==> config.mk <==
export PLATFORM = sky130hd
export DESIGN_NAME = if_fetch_stage
export DESIGN_NICKNAME = d
export VERILOG_FILES = /design/src/rtl/if_pkg.sv /design/src/rtl/if_pc_next.sv /design/src/rtl/if_fetch_stage.sv
export SDC_FILE = /design/constraint.sdc
export NUM_CORES = 1
export LEC_CHECK = 0
export BUFFER_PORTS_ARGS = -buffer_cell sky130_fd_sc_hd__buf_2
export CAP_MARGIN = 20
export CORE_ASPECT_RATIO = 1.2
export CORE_MARGIN = 5
export CORE_UTILIZATION = 45
export DETAILED_ROUTE_END_ITERATION = 12
export MAX_ROUTING_LAYER = met4
export PLACE_DENSITY = 0.76
export RECOVER_POWER = 50
export SLEW_MARGIN = 20
export SYNTH_ARGS = -nofsm -noshare
export SYNTH_HDL_FRONTEND = slang
export SYNTH_SLANG_ARGS = --single-unit
export TNS_END_PERCENT = 100
==> constraint.sdc <==
create_clock -name clk -period 3.9 [get_ports clk]
set_input_delay 0.195 -clock clk [delete_from_list [all_inputs] [get_ports clk]]
set_output_delay 0.195 -clock clk [all_outputs]
set_load 0.005 [all_outputs]
==> src/rtl/if_pkg.sv <==
// Shared types and constants for the instruction-fetch stage.
// The optional fetch address-error check is enabled by defining IF_ADEL_CHECK_EN.
package if_pkg;

  typedef enum logic [1:0] {
    REQ  = 2'd0,
    WAIT = 2'd1,
    HOLD = 2'd2,
    DROP = 2'd3
  } if_state_t;

  typedef enum logic [1:0] {
    PC_KEEP  = 2'd0,
    PC_INC   = 2'd1,
    PC_REDIR = 2'd2
  } pc_sel_t;

  localparam logic [31:0] IF_RESET_PC = 32'hBFC0_0000;
  localparam logic [31:0] INSTR_NOP   = 32'h0000_0000;
  localparam logic [31:0] PC_STEP     = 32'd4;

  // Word fetches need the two low address bits clear.
  function automatic logic pc_misaligned(input logic [1:0] pc_lo);
    return (pc_lo != 2'b00);
  endfunction

endpackage

==> src/rtl/if_pc_next.sv <==
// Combinational next-PC selection: hold, sequential +4 (32-bit wrap) or redirect target.
module if_pc_next
  import if_pkg::*;
(
  input  pc_sel_t     sel,
  input  logic [31:0] pc,
  input  logic [31:0] redirect_pc,
  output logic [31:0] next_pc
);

  // Select the PC to be registered at the next edge
  always_comb begin
    next_pc = pc;
    case (sel)
      PC_KEEP:  next_pc = pc;
      PC_INC:   next_pc = pc + PC_STEP;
      PC_REDIR: next_pc = redirect_pc;
      default:  next_pc = pc;
    endcase
  end

endmodule

==> src/rtl/if_fetch_stage.sv <==
// Instruction-fetch stage: PC register, single-outstanding SRAM handshake and IF/ID presentation.
// Defining IF_ADEL_CHECK_EN enables the misaligned-fetch address-error path.
module if_fetch_stage
  import if_pkg::*;
#(
  parameter logic [31:0] RESET_PC = IF_RESET_PC
)
(
  input  logic        clk,
  input  logic        rst,
  input  logic        stall,
  input  logic        redirect_valid,
  input  logic [31:0] redirect_pc,
  output logic        inst_req,
  output logic [31:0] inst_addr,
  input  logic        inst_addr_ok,
  input  logic        inst_data_ok,
  input  logic [31:0] inst_rdata,
  output logic        if_valid,
  output logic [31:0] if_pc,
  output logic [31:0] if_instr,
  output logic        if_adel
);

  if_state_t   state_r;
  if_state_t   state_nxt_s;
  logic [31:0] pc_r;
  logic [31:0] pc_nxt_s;
  logic [31:0] hold_buf_r;
  pc_sel_t     pc_sel_s;
  logic        hold_load_s;
  logic        adel_s;
  logic        valid_raw_s;

`ifdef IF_ADEL_CHECK_EN
  assign adel_s  = (state_r == REQ) && pc_misaligned(pc_r[1:0]);
  assign if_adel = adel_s & rst;
`else
  assign adel_s  = 1'b0;
  assign if_adel = 1'b0;
`endif

  assign inst_addr = pc_r;
  assign if_pc     = pc_r;

  if_pc_next u_pc_next (
    .sel         (pc_sel_s),
    .pc          (pc_r),
    .redirect_pc (redirect_pc),
    .next_pc     (pc_nxt_s)
  );

  // Next-state and PC-select decode; redirect outranks data_ok, which outranks stall
  always_comb begin
    state_nxt_s = state_r;
    pc_sel_s    = PC_KEEP;
    hold_load_s = 1'b0;
    case (state_r)
      REQ: begin
        if (redirect_valid) begin
          pc_sel_s = PC_REDIR;
          // A request already on the bus at the old PC still gets accepted; its data is junk.
          if (inst_addr_ok && !adel_s) begin
            state_nxt_s = DROP;
          end else begin
            state_nxt_s = REQ;
          end
        end else if (inst_addr_ok && !adel_s) begin
          state_nxt_s = WAIT;
        end else begin
          state_nxt_s = REQ;
        end
      end
      WAIT: begin
        if (redirect_valid) begin
          pc_sel_s = PC_REDIR;
          if (inst_data_ok) begin
            state_nxt_s = REQ;
          end else begin
            state_nxt_s = DROP;
          end
        end else if (inst_data_ok) begin
          if (stall) begin
            hold_load_s = 1'b1;
            state_nxt_s = HOLD;
          end else begin
            pc_sel_s    = PC_INC;
            state_nxt_s = REQ;
          end
        end else begin
          state_nxt_s = WAIT;
        end
      end
      HOLD: begin
        if (redirect_valid) begin
          pc_sel_s    = PC_REDIR;
          state_nxt_s = REQ;
        end else if (!stall) begin
          pc_sel_s    = PC_INC;
          state_nxt_s = REQ;
        end else begin
          state_nxt_s = HOLD;
        end
      end
      DROP: begin
        if (redirect_valid) begin
          pc_sel_s = PC_REDIR;
        end else begin
          pc_sel_s = PC_KEEP;
        end
        if (inst_data_ok) begin
          state_nxt_s = REQ;
        end else begin
          state_nxt_s = DROP;
        end
      end
      default: begin
        state_nxt_s = REQ;
        pc_sel_s    = PC_KEEP;
      end
    endcase
  end

  // Bus request and IF/ID presentation; response data passes straight through
  always_comb begin
    inst_req    = 1'b0;
    valid_raw_s = 1'b0;
    if_instr    = INSTR_NOP;
    case (state_r)
      REQ: begin
        if (adel_s) begin
          valid_raw_s = 1'b1;
        end else begin
          inst_req = rst;
        end
      end
      WAIT: begin
        if (inst_data_ok) begin
          valid_raw_s = 1'b1;
          if_instr    = inst_rdata;
        end else begin
          valid_raw_s = 1'b0;
        end
      end
      HOLD: begin
        valid_raw_s = 1'b1;
        if_instr    = hold_buf_r;
      end
      DROP: begin
        valid_raw_s = 1'b0;
      end
      default: begin
        valid_raw_s = 1'b0;
      end
    endcase
    if_valid = valid_raw_s & rst & ~redirect_valid;
  end

  // State, PC and hold-buffer registers
  always_ff @(posedge clk or negedge rst) begin
    if (!rst) begin
      state_r    <= REQ;
      pc_r       <= RESET_PC;
      hold_buf_r <= INSTR_NOP;
    end else begin
      state_r <= state_nxt_s;
      pc_r    <= pc_nxt_s;
      if (hold_load_s) begin
        hold_buf_r <= inst_rdata;
      end
    end
  end

endmodule

==> metrics.md <==
| Metric | Value |
|---|---|
| Leading post-synthesis cells by cell area | `dfrtp_1 (33%), mux2_2 (9.3%), a22oi_1 (7.1%), buf_4 (5.7%), dfstp_2 (5.4%)` |
| Hold buffers post-CTS | `1` |
| Syn nets | `535` |
| RSZ-0062 raised after global routing | `no` |
| Clock sink total | `66` |
| Cts repair resizes | `0` |
| Syn_area_per_cell | `9.50 um^2` |
| Worst reg2reg path depth | `10` |
| Commonest register cell after synthesis | `dfrtp_1` |
| Chip width | `99.8 um` |
| CTS Root Cell | `clkbuf_16` |
| Setup bufs post-CTS | `0` |
| HPWL Detailed | `8520 um` |
| Row count | `39` |
| R2R Path End | `if_pc[21]$_DFFE_PN0P_` |
| Clk_lat worst skew | `320 ps` |
| CP cell instances | `inv_1 -> ha_1 -> and2_1 -> a21oi_1 -> or3_1 -> ha_2 -> clkinv_1 -> nor2_1 -> a311oi_1 -> a311oi_1` |
| Max Slew Vio Count | `38` |
| Post-DR vias/cell | `5.78` |
| Ports | `169` |
| Layout area overhead | `21.0%` |
| Yosys top cell by area | `dfrtp_1` |
| Max-cap violations | `1` |
| Drt total wl | `11900 um` |
| Number of DRC markers in iteration 0 | `165` |
| Clock skew | `3.62 ps` |
| Min-Delay Path Class | `input pin to flip-flop` |
| CP max-delay cell | `nor2_1` |
| Grt total ovfl | `0` |
| Worst setup path start | `state_r[1]$_DFF_PN0_` |
| Initial antenna violation count | `0` |
| Nets | `655` |
| Clock transition at path regs | `50 ps` |
| Synth warn | `0` |
| Layout cell share with drive strength beyond 1 | `0.380` |
| Final ANT Viol Nets | `0` |
| DR WL/cell | `16.9 um` |
| Fillers | `902` |
| Crit path capture | `if_pc[21]$_DFFE_PN0P_` |
| Worst vdd ir | `0.000309 V` |
| GRT Overall Usage | `0.208` |
| Vias | `4074` |
| Final Hold Fails | `0` |
| Cells after Synth | `458` |
| Crit Path Max Fanout | `17` |
| H-tree depth | `3` |
| CTS tree | `built` |
| Slew headroom | `-0.321` |
| Worst slew pin tran | `1980 ps` |
| Minimum clock period | `2960 ps` |
| Ant diodes | `0` |
| Finished layout cell area | `0.00526 mm^2` |
| LEAKAGE | `0.00235 uW` |
| Crit-path max cell delay | `720 ps` |
| Busiest grt layer | `met2` |
| #FFs+latches synth | `66` |
| Largest net degree at the start of global routing | `57` |
| Critical path type | `flip-flop to flip-flop` |
| Seq/Total Area, Yosys | `0.382` |
| Dpl cell area | `0.00501 mm^2` |
| # setup viols final | `0` |
| GRT met3 Usage | `0.0528` |
| Critical path arrival | `3190 ps` |
| Asr flop ratio synth | `1.00` |
| Critical Path RT | `4130 ps` |
| Post-Route Setup TNS | `0 ps` |
| Mapped Area | `0.00435 mm^2` |
| Setup crit end kind | `flip-flop` |
| Number of CTS-inserted buffers | `9` |
| Drt pass-1 iters | `5` |
| Met2 Usage GRT | `0.318` |
| Die Area | `0.0117 mm^2` |
| Met1 usage | `0.268` |
| PwrDens | `784 mW/mm^2` |
| Die Ht | `118 um` |
| Port Buffer Count | `167` |
| DRC Markers | `0` |
| Yosys top cell area share | `0.328` |
| Outcome | `finished with violations` |
| GP Congestion | `0.859` |
| Violated checks | `max-capacitance violations, max-slew violations` |
| R2R setup slack | `940 ps` |
| Startpoint Class | `flip-flop` |
| Final period util | `0.759` |
| Most Frequent Cell on Critical Path | `a311oi_1` |
| Vias in the first global route | `3914` |
| Max clock buf depth | `2` |
| Worst reg2reg startpoint | `state_r[1]$_DFF_PN0_` |
| Core box area | `0.00947 mm^2` |
| Max Freq | `0.338 GHz` |
| First-pass GRT wire length | `19500 um` |
| Initial core utilization | `0.460` |
| Post-synth EDFFs | `0` |
| Number of library cell types mapped by synthesis | `63` |
through the flow:
step | hold WS, ps | util | setup slack [ps] | std cells | total power (uW)
after floorplan | -101 | - | 1140 | 458 | 2860
after global placement | 323 | 0.529 | 1100 | 689 | 3330
after detailed placement | 337 | 0.529 | 969 | 689 | 3410
after CTS | 94.2 | 0.559 | 957 | 705 | 4180
after global routing | 98.9 | 0.556 | 614 | 705 | 4460
final | 105 | 0.556 | 941 | 705 | 4120
final cells by class:
type / instances / area, um^2 / share of cell area
Multi-Input combinational cell: 315 / 2260 / 0.429
Sequential cell: 66 / 1660 / 0.316
Timing Repair Buffer: 176 / 881 / 0.167
Clock buffer: 12 / 256 / 0.0487
Tap cell: 123 / 154 / 0.0292
Inverter: 10 / 37.5 / 0.00713
Clock inverter: 3 / 15.0 / 0.00285
power by group:
part           switching [uW]  internal (uW)  leakage, uW  total [uW]
Sequential                347           1030     0.000772        1380
Combinational            1040            958      0.00144        2000
Clock                     288            458     0.000138         746
Total                    1670           2450      0.00235        4120
cells by family after synthesis:
family                   after synthesis  synth area share
buffers and inverters                 77            0.0998
AND/OR/NAND/NOR                      158             0.209
flip-flops                            66             0.382
multiplexers                          38            0.0978
adder cells (fa/ha/maj)                7            0.0201
other                                  1          0.000862
AO/OA/AOI/OAI                        111             0.190
state kept, by name (all words and copies together), names as in the netlist:
signal      count
hold_buf_r     32
if_pc          32
state_r         2
synthesized netlist by cell type (2+ instances only):
cell / count
ha_1: 7
mux2_2: 36
and4_2: 2
a311oi_1: 6
a22oi_1: 41
and3_1: 8
clkbuf_1: 19
a31oi_1: 3
o31a_1: 2
inv_1: 9
a311o_1: 7
and2_1: 3
dfstp_2: 9
mux2i_1: 2
nand4_1: 11
nor3b_1: 3
nor3_1: 6
or3_1: 3
nor2b_1: 35
o41ai_1: 2
nand3_1: 15
o2bb2ai_1: 3
o21ai_0: 11
a21oi_1: 11
a221oi_1: 2
buf_2: 10
nor4_1: 3
buf_1: 3
nand2_1: 18
nand2b_1: 6
buf_4: 33
o22ai_1: 2
and4_4: 2
nor4_2: 2
o311ai_0: 3
nor2_1: 30
o21bai_1: 3
o22a_1: 4
dfrtp_1: 57
o31ai_1: 3
cell usage in the layout (no fill, tap or decap), types with 3 or more instances in the layout:
| master | n |
|---|---|
| o2bb2ai_1 | 3 |
| nand2b_1 | 6 |
| o21ai_0 | 11 |
| o311ai_0 | 3 |
| o31ai_1 | 3 |
| o22a_1 | 4 |
| nand4_1 | 11 |
| o21bai_1 | 3 |
| nor4_1 | 3 |
| and2_1 | 3 |
| clkinv_2 | 3 |
| nor2_1 | 30 |
| and3_1 | 8 |
| nor3b_1 | 3 |
| a311oi_1 | 6 |
| nor3_1 | 6 |
| nor2b_1 | 35 |
| dfrtp_1 | 57 |
| or3_1 | 3 |
| nand3_1 | 15 |
| dfstp_1 | 9 |
| a31oi_1 | 3 |
| buf_4 | 7 |
| clkbuf_16 | 9 |
| a311o_1 | 7 |
| a22oi_1 | 41 |
| nand2_1 | 18 |
| buf_2 | 149 |
| mux2_2 | 36 |
| inv_1 | 9 |
| ha_1 | 6 |
| clkbuf_1 | 19 |
| a21oi_1 | 11 |
worst max-delay path: cells and delay by family, from the launching register on:
family / cells / cell delay, ps
flops: 1 / 370
buf+inv: 2 / 520
simple gates: 3 / 1020
fa+ha+maj: 2 / 410
compound gates: 3 / 520
how the worst min path moves through the flow:
stage / cells past startpoint / to / from
after floorplan: 0 / hold_buf_r[0]$_DFFE_PN0P_ / rst
after global placement: 1 / state_r[0]$_DFF_PN0_ / rst
after detailed placement: 1 / hold_buf_r[19]$_DFFE_PN0P_ / rst
after CTS: 2 / state_r[0]$_DFF_PN0_ / inst_data_ok
after global routing: 2 / if_pc[1]$_DFFE_PN0P_ / redirect_pc[1]
final: 2 / state_r[0]$_DFF_PN0_ / inst_data_ok
layer usage:
layer  up-vias  part of all wire
met2       195              0.48
met3        23             0.093
met5         -                 0
li1       1901                 -
met1      1955              0.41
met4         0             0.020
(Power assumes the default switching activity.)
